[src/rtl/external_pin_pkg.sv]
// Shared register map, default sizing and reset values for the external pin bank.
package external_pin_pkg;

  localparam int unsigned DefDebounceBits = 4;

  typedef enum logic [2:0] {
    RegOut      = 3'd0,
    RegOe       = 3'd1,
    RegIn       = 3'd2,
    RegRiseEn   = 3'd3,
    RegFallEn   = 3'd4,
    RegPending  = 3'd5,
    RegDebounce = 3'd6,
    RegReserved = 3'd7
  } reg_addr_e;

  // Wide enough for any WIDTH up to 64; users slice to the bank width.
  localparam logic [63:0] RstOut      = '0;
  localparam logic [63:0] RstOe       = '0;
  localparam logic [63:0] RstRiseEn   = '0;
  localparam logic [63:0] RstFallEn   = '0;
  localparam logic [63:0] RstPending  = '0;
  localparam logic [63:0] RstDebounce = '0;

endpackage

[src/rtl/pin_debounce.sv]
// One pin channel: multi-flop synchronizer followed by a counter-based debounce filter.
module pin_debounce #(
  parameter int unsigned SYNC_STAGES   = 2,
  parameter int unsigned DEBOUNCE_BITS = 4
) (
  input  logic                     i_clk,
  input  logic                     i_rst,
  input  logic                     i_pin,
  input  logic [DEBOUNCE_BITS-1:0] i_thresh,
  output logic                     o_filt
);

  logic [SYNC_STAGES-1:0]   r_sync;
  logic [DEBOUNCE_BITS-1:0] r_cnt;
  logic [DEBOUNCE_BITS-1:0] w_cnt_d;
  logic                     r_filt;
  logic                     w_filt_d;
  logic                     w_synced;
  logic [DEBOUNCE_BITS:0]   w_cnt_inc;
  logic [DEBOUNCE_BITS:0]   w_thresh_eff;

  always_comb begin
    w_synced     = r_sync[SYNC_STAGES-1];
    w_cnt_inc    = {1'b0, r_cnt} + (DEBOUNCE_BITS+1)'(1);
    // A zero threshold behaves like one so the filter never stalls.
    w_thresh_eff = (i_thresh == '0) ? (DEBOUNCE_BITS+1)'(1) : {1'b0, i_thresh};
    w_cnt_d      = r_cnt;
    w_filt_d     = r_filt;
    if (w_synced == r_filt) begin
      w_cnt_d = '0;
    end else if (w_cnt_inc >= w_thresh_eff) begin
      w_filt_d = w_synced;
      w_cnt_d  = '0;
    end else begin
      w_cnt_d = w_cnt_inc[DEBOUNCE_BITS-1:0];
    end
  end

  always_ff @(posedge i_clk) begin
    if (i_rst) begin
      r_sync <= '0;
      r_cnt  <= '0;
      r_filt <= 1'b0;
    end else begin
      r_sync <= {r_sync[SYNC_STAGES-2:0], i_pin};
      r_cnt  <= w_cnt_d;
      r_filt <= w_filt_d;
    end
  end

  assign o_filt = r_filt;

endmodule

[src/rtl/external_pin_bank.sv]
// Bank of debounced GPIO-style pins with a small register interface and
// edge-triggered sticky interrupt flags.
module external_pin_bank
  import external_pin_pkg::*;
#(
  parameter int unsigned WIDTH         = 32,
  parameter int unsigned SYNC_STAGES   = 2,
  parameter int unsigned DEBOUNCE_BITS = DefDebounceBits
) (
  input  logic             CLK,
  input  logic             RST,
  input  logic [WIDTH-1:0] pin_in,
  output logic [WIDTH-1:0] pin_out,
  output logic [WIDTH-1:0] pin_oe,
  input  logic             req_valid,
  input  logic             req_write,
  input  logic [2:0]       req_addr,
  input  logic [WIDTH-1:0] req_data,
  output logic             rsp_valid,
  output logic [WIDTH-1:0] rsp_data,
  output logic             irq
);

  logic [WIDTH-1:0]         r_out;
  logic [WIDTH-1:0]         r_oe;
  logic [WIDTH-1:0]         r_rise_en;
  logic [WIDTH-1:0]         r_fall_en;
  logic [WIDTH-1:0]         r_pend;
  logic [WIDTH-1:0]         r_f_prev;
  logic [WIDTH-1:0]         r_rsp_data;
  logic [DEBOUNCE_BITS-1:0] r_debounce;
  logic                     r_rsp_valid;
  logic                     r_irq;

  logic [WIDTH-1:0]         w_filt;
  logic [WIDTH-1:0]         w_set;
  logic [WIDTH-1:0]         w_clr;
  logic [WIDTH-1:0]         w_rd_data;
  logic                     w_wr;
  logic                     w_rd;

  for (genvar i = 0; i < WIDTH; i++) begin : g_chan
    pin_debounce #(
      .SYNC_STAGES  (SYNC_STAGES),
      .DEBOUNCE_BITS(DEBOUNCE_BITS)
    ) u_pin_debounce (
      .i_clk   (CLK),
      .i_rst   (RST),
      .i_pin   (pin_in[i]),
      .i_thresh(r_debounce),
      .o_filt  (w_filt[i])
    );
  end

  always_comb begin
    w_wr  = req_valid & req_write;
    w_rd  = req_valid & ~req_write;
    // Edges are seen one cycle after the filtered bit moves, so a later enable
    // write cannot pick up an old transition.
    w_set = (w_filt & ~r_f_prev & r_rise_en) | (~w_filt & r_f_prev & r_fall_en);
    w_clr = (w_wr && (req_addr == RegPending)) ? req_data : '0;

    w_rd_data = '0;
    case (reg_addr_e'(req_addr))
      RegOut:      w_rd_data = r_out;
      RegOe:       w_rd_data = r_oe;
      RegIn:       w_rd_data = w_filt;
      RegRiseEn:   w_rd_data = r_rise_en;
      RegFallEn:   w_rd_data = r_fall_en;
      RegPending:  w_rd_data = r_pend;
      RegDebounce: w_rd_data[DEBOUNCE_BITS-1:0] = r_debounce;
      default:     w_rd_data = '0;
    endcase
  end

  always_ff @(posedge CLK) begin
    if (RST) begin
      r_out       <= RstOut[WIDTH-1:0];
      r_oe        <= RstOe[WIDTH-1:0];
      r_rise_en   <= RstRiseEn[WIDTH-1:0];
      r_fall_en   <= RstFallEn[WIDTH-1:0];
      r_pend      <= RstPending[WIDTH-1:0];
      r_debounce  <= RstDebounce[DEBOUNCE_BITS-1:0];
      r_f_prev    <= '0;
      r_rsp_valid <= 1'b0;
      r_rsp_data  <= '0;
      r_irq       <= 1'b0;
    end else begin
      if (w_wr) begin
        case (reg_addr_e'(req_addr))
          RegOut:      r_out      <= req_data;
          RegOe:       r_oe       <= req_data;
          RegRiseEn:   r_rise_en  <= req_data;
          RegFallEn:   r_fall_en  <= req_data;
          RegDebounce: r_debounce <= req_data[DEBOUNCE_BITS-1:0];
          default:     ;
        endcase
      end
      // New events win over a simultaneous write-1-to-clear.
      r_pend      <= (r_pend & ~w_clr) | w_set;
      r_f_prev    <= w_filt;
      r_irq       <= |r_pend;
      r_rsp_valid <= w_rd;
      if (w_rd) begin
        r_rsp_data <= w_rd_data;
      end
    end
  end

  assign pin_out   = r_out;
  assign pin_oe    = r_oe;
  assign rsp_valid = r_rsp_valid;
  assign rsp_data  = r_rsp_data;
  assign irq       = r_irq;

endmodule

[config.mk]
export PLATFORM = sky130hd
export DESIGN_NAME = external_pin_bank
export DESIGN_NICKNAME = d
export VERILOG_FILES = /design/src/rtl/external_pin_pkg.sv /design/src/rtl/pin_debounce.sv /design/src/rtl/external_pin_bank.sv
export SDC_FILE = /design/constraint.sdc
export NUM_CORES = 1
export LEC_CHECK = 0
export CAP_MARGIN = 40
export CELL_PAD_IN_SITES_DETAIL_PLACEMENT = 0
export CELL_PAD_IN_SITES_GLOBAL_PLACEMENT = 2
export CORE_ASPECT_RATIO = 0.8
export CORE_UTILIZATION = 39
export CTS_BUF_LIST = sky130_fd_sc_hd__clkbuf_16
export DETAILED_ROUTE_END_ITERATION = 6
export GPL_TIMING_DRIVEN = 1
export MAX_ROUTING_LAYER = met4
export PLACE_DENSITY_LB_ADDON = 0.3
export SYNTH_ARGS = -nofsm -noshare
export SYNTH_HDL_FRONTEND = slang
export SYNTH_SLANG_ARGS = --single-unit
[constraint.sdc]
create_clock -name CLK -period 4.1 [get_ports CLK]
set_clock_uncertainty 0.05 [all_clocks]
set_input_delay 0.82 -clock CLK [delete_from_list [all_inputs] [get_ports CLK]]
set_output_delay 0.82 -clock CLK [all_outputs]
set_load 0.03 [all_outputs]
Word level (Yosys, flattened, before mapping)

Index checks and enable logic that the tools add are counted.

Add/subtract/negate cells: 32
Order comparisons: 32
Eq/ne operators: 38
Multiplexer cells: 4
Bitwise logic cells: 45
Reduce and logical (&&, ||, !) cells: 73

Operator list:

| kind                                           | count |
|---|---|
| case mux 28 bit (6 select lines)               | 1 |
| adder 4 x 1 -> 5 bit (second input constant)   | 32 |
| AND 32 bit                                     | 5 |
| >= comparator 5 bit                            | 29 |
| NOT 32 bit                                     | 3 |
| OR reduction 3 bit                             | 32 |
| AND reduction 2 bit                            | 37 |
| OR 32 bit                                      | 2 |
| NOT 1 bit                                      | 33 |
| == test 1 bit                                  | 32 |
| two-way mux 32 bit                             | 1 |
| OR reduction 32 bit                            | 1 |
| case mux 4 bit (7 select lines)                | 1 |
| >= comparator 5 x 4 -> 1 bit                   | 3 |
| == test 3 bit (second input constant)          | 3 |
| == test 3 x 2 -> 1 bit (second input constant) | 2 |
| logical NOT 4 bit                              | 1 |
| two-way mux 4 bit                              | 1 |
| == test 3 x 1 -> 1 bit (second input constant) | 1 |
| logical NOT 3 bit                              | 1 |
| AND 1 bit                                      | 2 |
| logical AND 1 bit                              | 1 |

Register bits: 454
Input port bits: 71
Output and inout bits: 98

Longest topological paths before layout

Word-level depth: 6
Gate-level depth with buffers: 7
Gate-level depth less buffers: 7

By module

A second synthesis with hierarchy kept.

Cell total of the unflattened synthesis: 2,378
Area total of the unflattened synthesis: 22,730.6 µm²

Modules (own cells, without submodules):

| module                                      | times used | cells each | area an instance (µm²) |
|---|---|---|---|
| pin_debounce (g_chan[0].u_pin_debounce ...) | 31         | 37         | 397.9 |
| external_pin_bank                           | 1          | 1,194      | 9,993.3 |
| pin_debounce (g_chan[8].u_pin_debounce)     | 1          | 37         | 402.9 |

Worst setup path before layout

OpenSTA, ideal clock, no wires.

Path type: register -> register
Start: reg r_debounce[2]
End: reg g_chan[0].u_pin_debounce.r_filt
Data arrival time: 2,557 ps
Data required time: 3,929 ps
Setup slack: 1,373 ps
Stages on the path, launching flop included: 8
Buffers on the path: 0
Path through: dfxtp_1 > inv_1 > a31o_2 > ha_1 > nand2b_1 > a211oi_1 > o21ai_0 > mux2_2

Word-level cells in the longest chain between the ends: 4

Ends and longest elaborated chain:

| item                            | line                    | RTL |
|---|---|---|
| from (decl)                     | external_pin_bank.sv:31 | `logic [DEBOUNCE_BITS-1:0] r_debounce;` |
| from (signal assigned)          | external_pin_bank.sv:83 | `r_debounce <= RstDebounce[DEBOUNCE_BITS-1:0];` |
| from (signal assigned)          | external_pin_bank.sv:95 | `RegDebounce: r_debounce <= req_data[DEBOUNCE_BITS-1:0];` |
| logical NOT 4 bit               | pin_debounce.sv:26      | `w_thresh_eff = (i_thresh == '0) ? (DEBOUNCE_BITS+1)'(1) : {1'b0, i_thresh};` |
| two-way mux 4 bit *             | pin_debounce.sv:26      |  |
| >= comparator 5 bit *           | pin_debounce.sv:31      | `end else if (w_cnt_inc >= w_thresh_eff) begin` |
| AND reduction 2 bit (no line) * | --                      |  |
| to (signal assigned)            | pin_debounce.sv:47      | `r_filt <= w_filt_d;` |
| to (decl)                       | pin_debounce.sv:16      | `logic r_filt;` |

Every way passes the cells marked *; elsewhere a longest branch is shown, timed or not.
A chain may end at the register's enable or synchronous reset.

Final worst setup path

Start: reg r_debounce[3]
End: reg g_chan[23].u_pin_debounce.r_filt

Word-level cells in the longest chain between the ends: 4

Ends and longest elaborated chain:

| item                            | line |
|---|---|
| logical NOT 4 bit               | pin_debounce.sv:26 |
| two-way mux 4 bit *             | pin_debounce.sv:26 |
| >= comparator 5 bit *           | pin_debounce.sv:31 |
| AND reduction 2 bit (no line) * | -- |
| to (signal assigned)            | pin_debounce.sv:47 |
| to (decl)                       | pin_debounce.sv:16 |

Marked as above.

==> run metrics <==
Setup CP Type=reg -> reg; Vias=16.02k; Initial Util=39.84%; total grt overflow=0; Final Max Tran Viols=0; Final setup viols=0; Combinational Power Share=6.5%; worst-case hold path end point=g_chan[21].u_pin_debounce.r_sync[1]$_SDFF_PP0_; crit end category=flip-flop; synthesized instance count=2238; hpwl dp=38.82 mm; share of cells above drive strength 1=under 10%; Reg2Reg Capture Point=g_chan[23].u_pin_debounce.o_filt$_SDFFE_PP0P_; VDD IR max=roughly 250 µV; Synth cell types=44; area of the mapped netlist=20550 µm²; Die Wd=258.6 µm; GPL Wtd Cong=0.7854; CTS tree=built; Least-Margin Pin Slew=about 860 ps; Hold Path Origin=g_chan[21].u_pin_debounce.r_sync[0]$_SDFF_PP0_; unrepaired setup endpoints after global routing=no; CP Launch Type=flip-flop; final hold vios=0; syn_nets=between 2k and 2.5k; most frequent cells in the layout=dfxtp_1 (454), nand2_1 (270), nor2b_1 (194); ys async rst share=0%; clock tree buffer depth=3; Port Buf Inserts=roughly 170; DRT Pass-1 Iters=5; clk root buf=clkbuf_16; Starting DRT DRC Count=900; Synth Flop Type=dfxtp_1; max capacitance violation total=0; most common cell after layout, fill and taps aside=dfxtp_1; DRC errors left=0; Power Internal=7.235 mW; first-pass GRT wire length=91.60 mm; number of global-route vias before repair=15.58k; num rows=74; Final Cycle Share=68.16%; CTS Buf Count=49; DP Cell Count=3019; setup TNS=0 ps; multi-input logic area=about 11000 µm²; largest net degree at the start of global routing=89; Die Y=207.3 µm; Clock power frac=45.6%; Hold Crit Class=reg -> reg; pwr dens=387.0 nW/µm²; Switching Share=23.89%; Layout Area Growth over Synthesis=19.53%; global-route usage over all layers=22.45%; number of synthesized flops with an enable pin=0; reg2reg setup slack=about 1300 ps; Final #Nets=2617; clock transition at the registers of the reported paths=60 ps; leakage=9.135 nW; Core Region=51570 µm²; clock sinks=454; final worst slack=1305 ps; synth warn=0; cell depth of the worst hold path=1; initial antenna violation count=3; Min Clock Period, post-route=2795 ps; Die ar.=53620 µm²; Antenna Nets Post-Route=0; H-Tree Depth=2; flops & latches, synth=454; clock latency on the worst-skew pair=600 ps; register area=9089 µm²; Slew Limit Headroom=42.71%; fillers=4865; Setup WS pre-CTS=744.6 ps; vias per cell=5.148; fmax=357.8 MHz; postcts setup bufs=0; total wire length=58.69 mm; Critical Path Fanout Max=24; register area share after synthesis=44.23%; sequential power share=between 40% and 50%; final core occ=roughly 48%; worst r2r src=r_debounce[3]$_SDFFE_PP0P_; post-cts resize count=0; Worst R2R Path Depth=8; Avg Inst Size Synth=around 9.2 µm²; hold_buf cts=0; Post-Layout Cell Count=approximately 3.1k; Req. time, crit path=4520 ps; status=complete, no violations; I/O pin cnt=169; CP arrival=3210 ps; Pwr Total=9.505 mW; WL per Instance=18.87 µm; Psw=2.271 mW
## cell type report
class                           count  area share (%)
Multi-Input combinational cell   1610           43.76
Sequential cell                   454           37.00
Timing Repair Buffer              203           8.395
Clock buffer                       51           5.196
Tap cell                          684           3.484
Clock inverter                     40           1.111
Inverter                           68           1.039
Antenna cell                        1         0.01019
## power groups by stage
| stage | sequential [mW] | combinational [mW] | clock (mW) |
|---|---|---|---|
| after floorplan | 4.68 | 0.300 | 0 |
| after global placement | 4.65 | 0.605 | 0 |
| after detailed placement | 4.65 | 0.617 | 0 |
| after CTS | 4.56 | 0.620 | 4.44 |
| after global routing | 4.56 | 0.666 | 4.62 |
| final | 4.56 | 0.615 | 4.33 |
## worst max-delay path, cell delays in order (launching register included)
cell	delay, ps
dfxtp_1	330
inv_2	60
a31o_2	430
buf_4	490
ha_1	320
nand2b_1	140
a211oi_1	350
o21ai_0	190
mux2_2	300
## cells in the mapped netlist (8+ instances only)
library cell	count	area, µm²
nand2_1	270	1013
xor2_1	32	280.3
nor2_1	150	563.0
nand3_1	35	175.2
mux2_2	32	360.4
a31oi_1	63	394.1
nand2b_1	56	350.3
a211oi_1	34	255.2
mux2i_1	68	680.7
dfxtp_1	454	9089
inv_1	68	255.2
a311oi_1	20	175.2
o21ai_0	102	510.5
buf_2	32	160.2
clkbuf_1	55	206.5
xnor2_1	64	560.5
nor4_1	8	50.05
ha_1	160	2002
nand3b_1	64	480.5
a21oi_1	157	785.8
o211ai_1	39	292.8
nor2b_1	197	1232
o2bb2ai_1	26	227.7
## metal layers
metal	vias up	part of all wire, %	track usage, %
li1	8053	-	-
met1	7553	49	30.49
met3	76	5.0	3.529
met4	0	2.2	6.509
met2	333	44	34.30
met5	-	0	-
## cells by family after synthesis
group | after synthesis | synth area share, %
AND/OR/NAND/NOR | 797 | 19.42
AO/OA/AOI/OAI | 454 | 13.39
flip-flops | 454 | 44.23
buffers and inverters | 174 | 3.726
adder cells (fa/ha/maj) | 160 | 9.742
multiplexers | 103 | 5.395
XOR/XNOR | 96 | 4.092
## through the flow
step	instance area (µm²)	hold WS, ps
floorplan	20550	363.8
global placement	22890	373.2
detailed placement	23010	377.1
CTS	24560	391.3
global route	24560	390.8
finish	24560	385.8
## how the worst max path moves through the flow
stage,from,endpoint,slack [ps],cells after the start
6_report,r_debounce[3]$_SDFFE_PP0P_,g_chan[23].u_pin_debounce.o_filt$_SDFFE_PP0P_,1310,8
2_1_floorplan,r_debounce[2]$_SDFFE_PP0P_,g_chan[0].u_pin_debounce.o_filt$_SDFFE_PP0P_,1370,7
5_1_grt,r_debounce[1]$_SDFFE_PP0P_,g_chan[23].u_pin_debounce.o_filt$_SDFFE_PP0P_,1190,8
3_3_place_gp,req_write,pin_oe[20]$_SDFFE_PP0P_,770,5
3_5_place_dp,req_write,pin_oe[20]$_SDFFE_PP0P_,740,6
4_1_cts,r_debounce[3]$_SDFFE_PP0P_,g_chan[23].u_pin_debounce.o_filt$_SDFFE_PP0P_,1260,8
## registers in the layout, summed over array words and instances, names as in the netlist
| name | flops |
|---|---|
| g_chan.u_pin_debounce.r_cnt | 128 |
| g_chan.u_pin_debounce.r_sync | 64 |
| g_chan.u_pin_debounce.o_filt | 32 |
| pin_oe | 32 |
| pin_out | 32 |
| r_f_prev | 32 |
| r_fall_en | 32 |
| r_pend | 32 |
| r_rise_en | 32 |
| rsp_data | 32 |
| r_debounce | 4 |
| irq | 1 |
| rsp_valid | 1 |
Power figures use the tool's default switching activity.
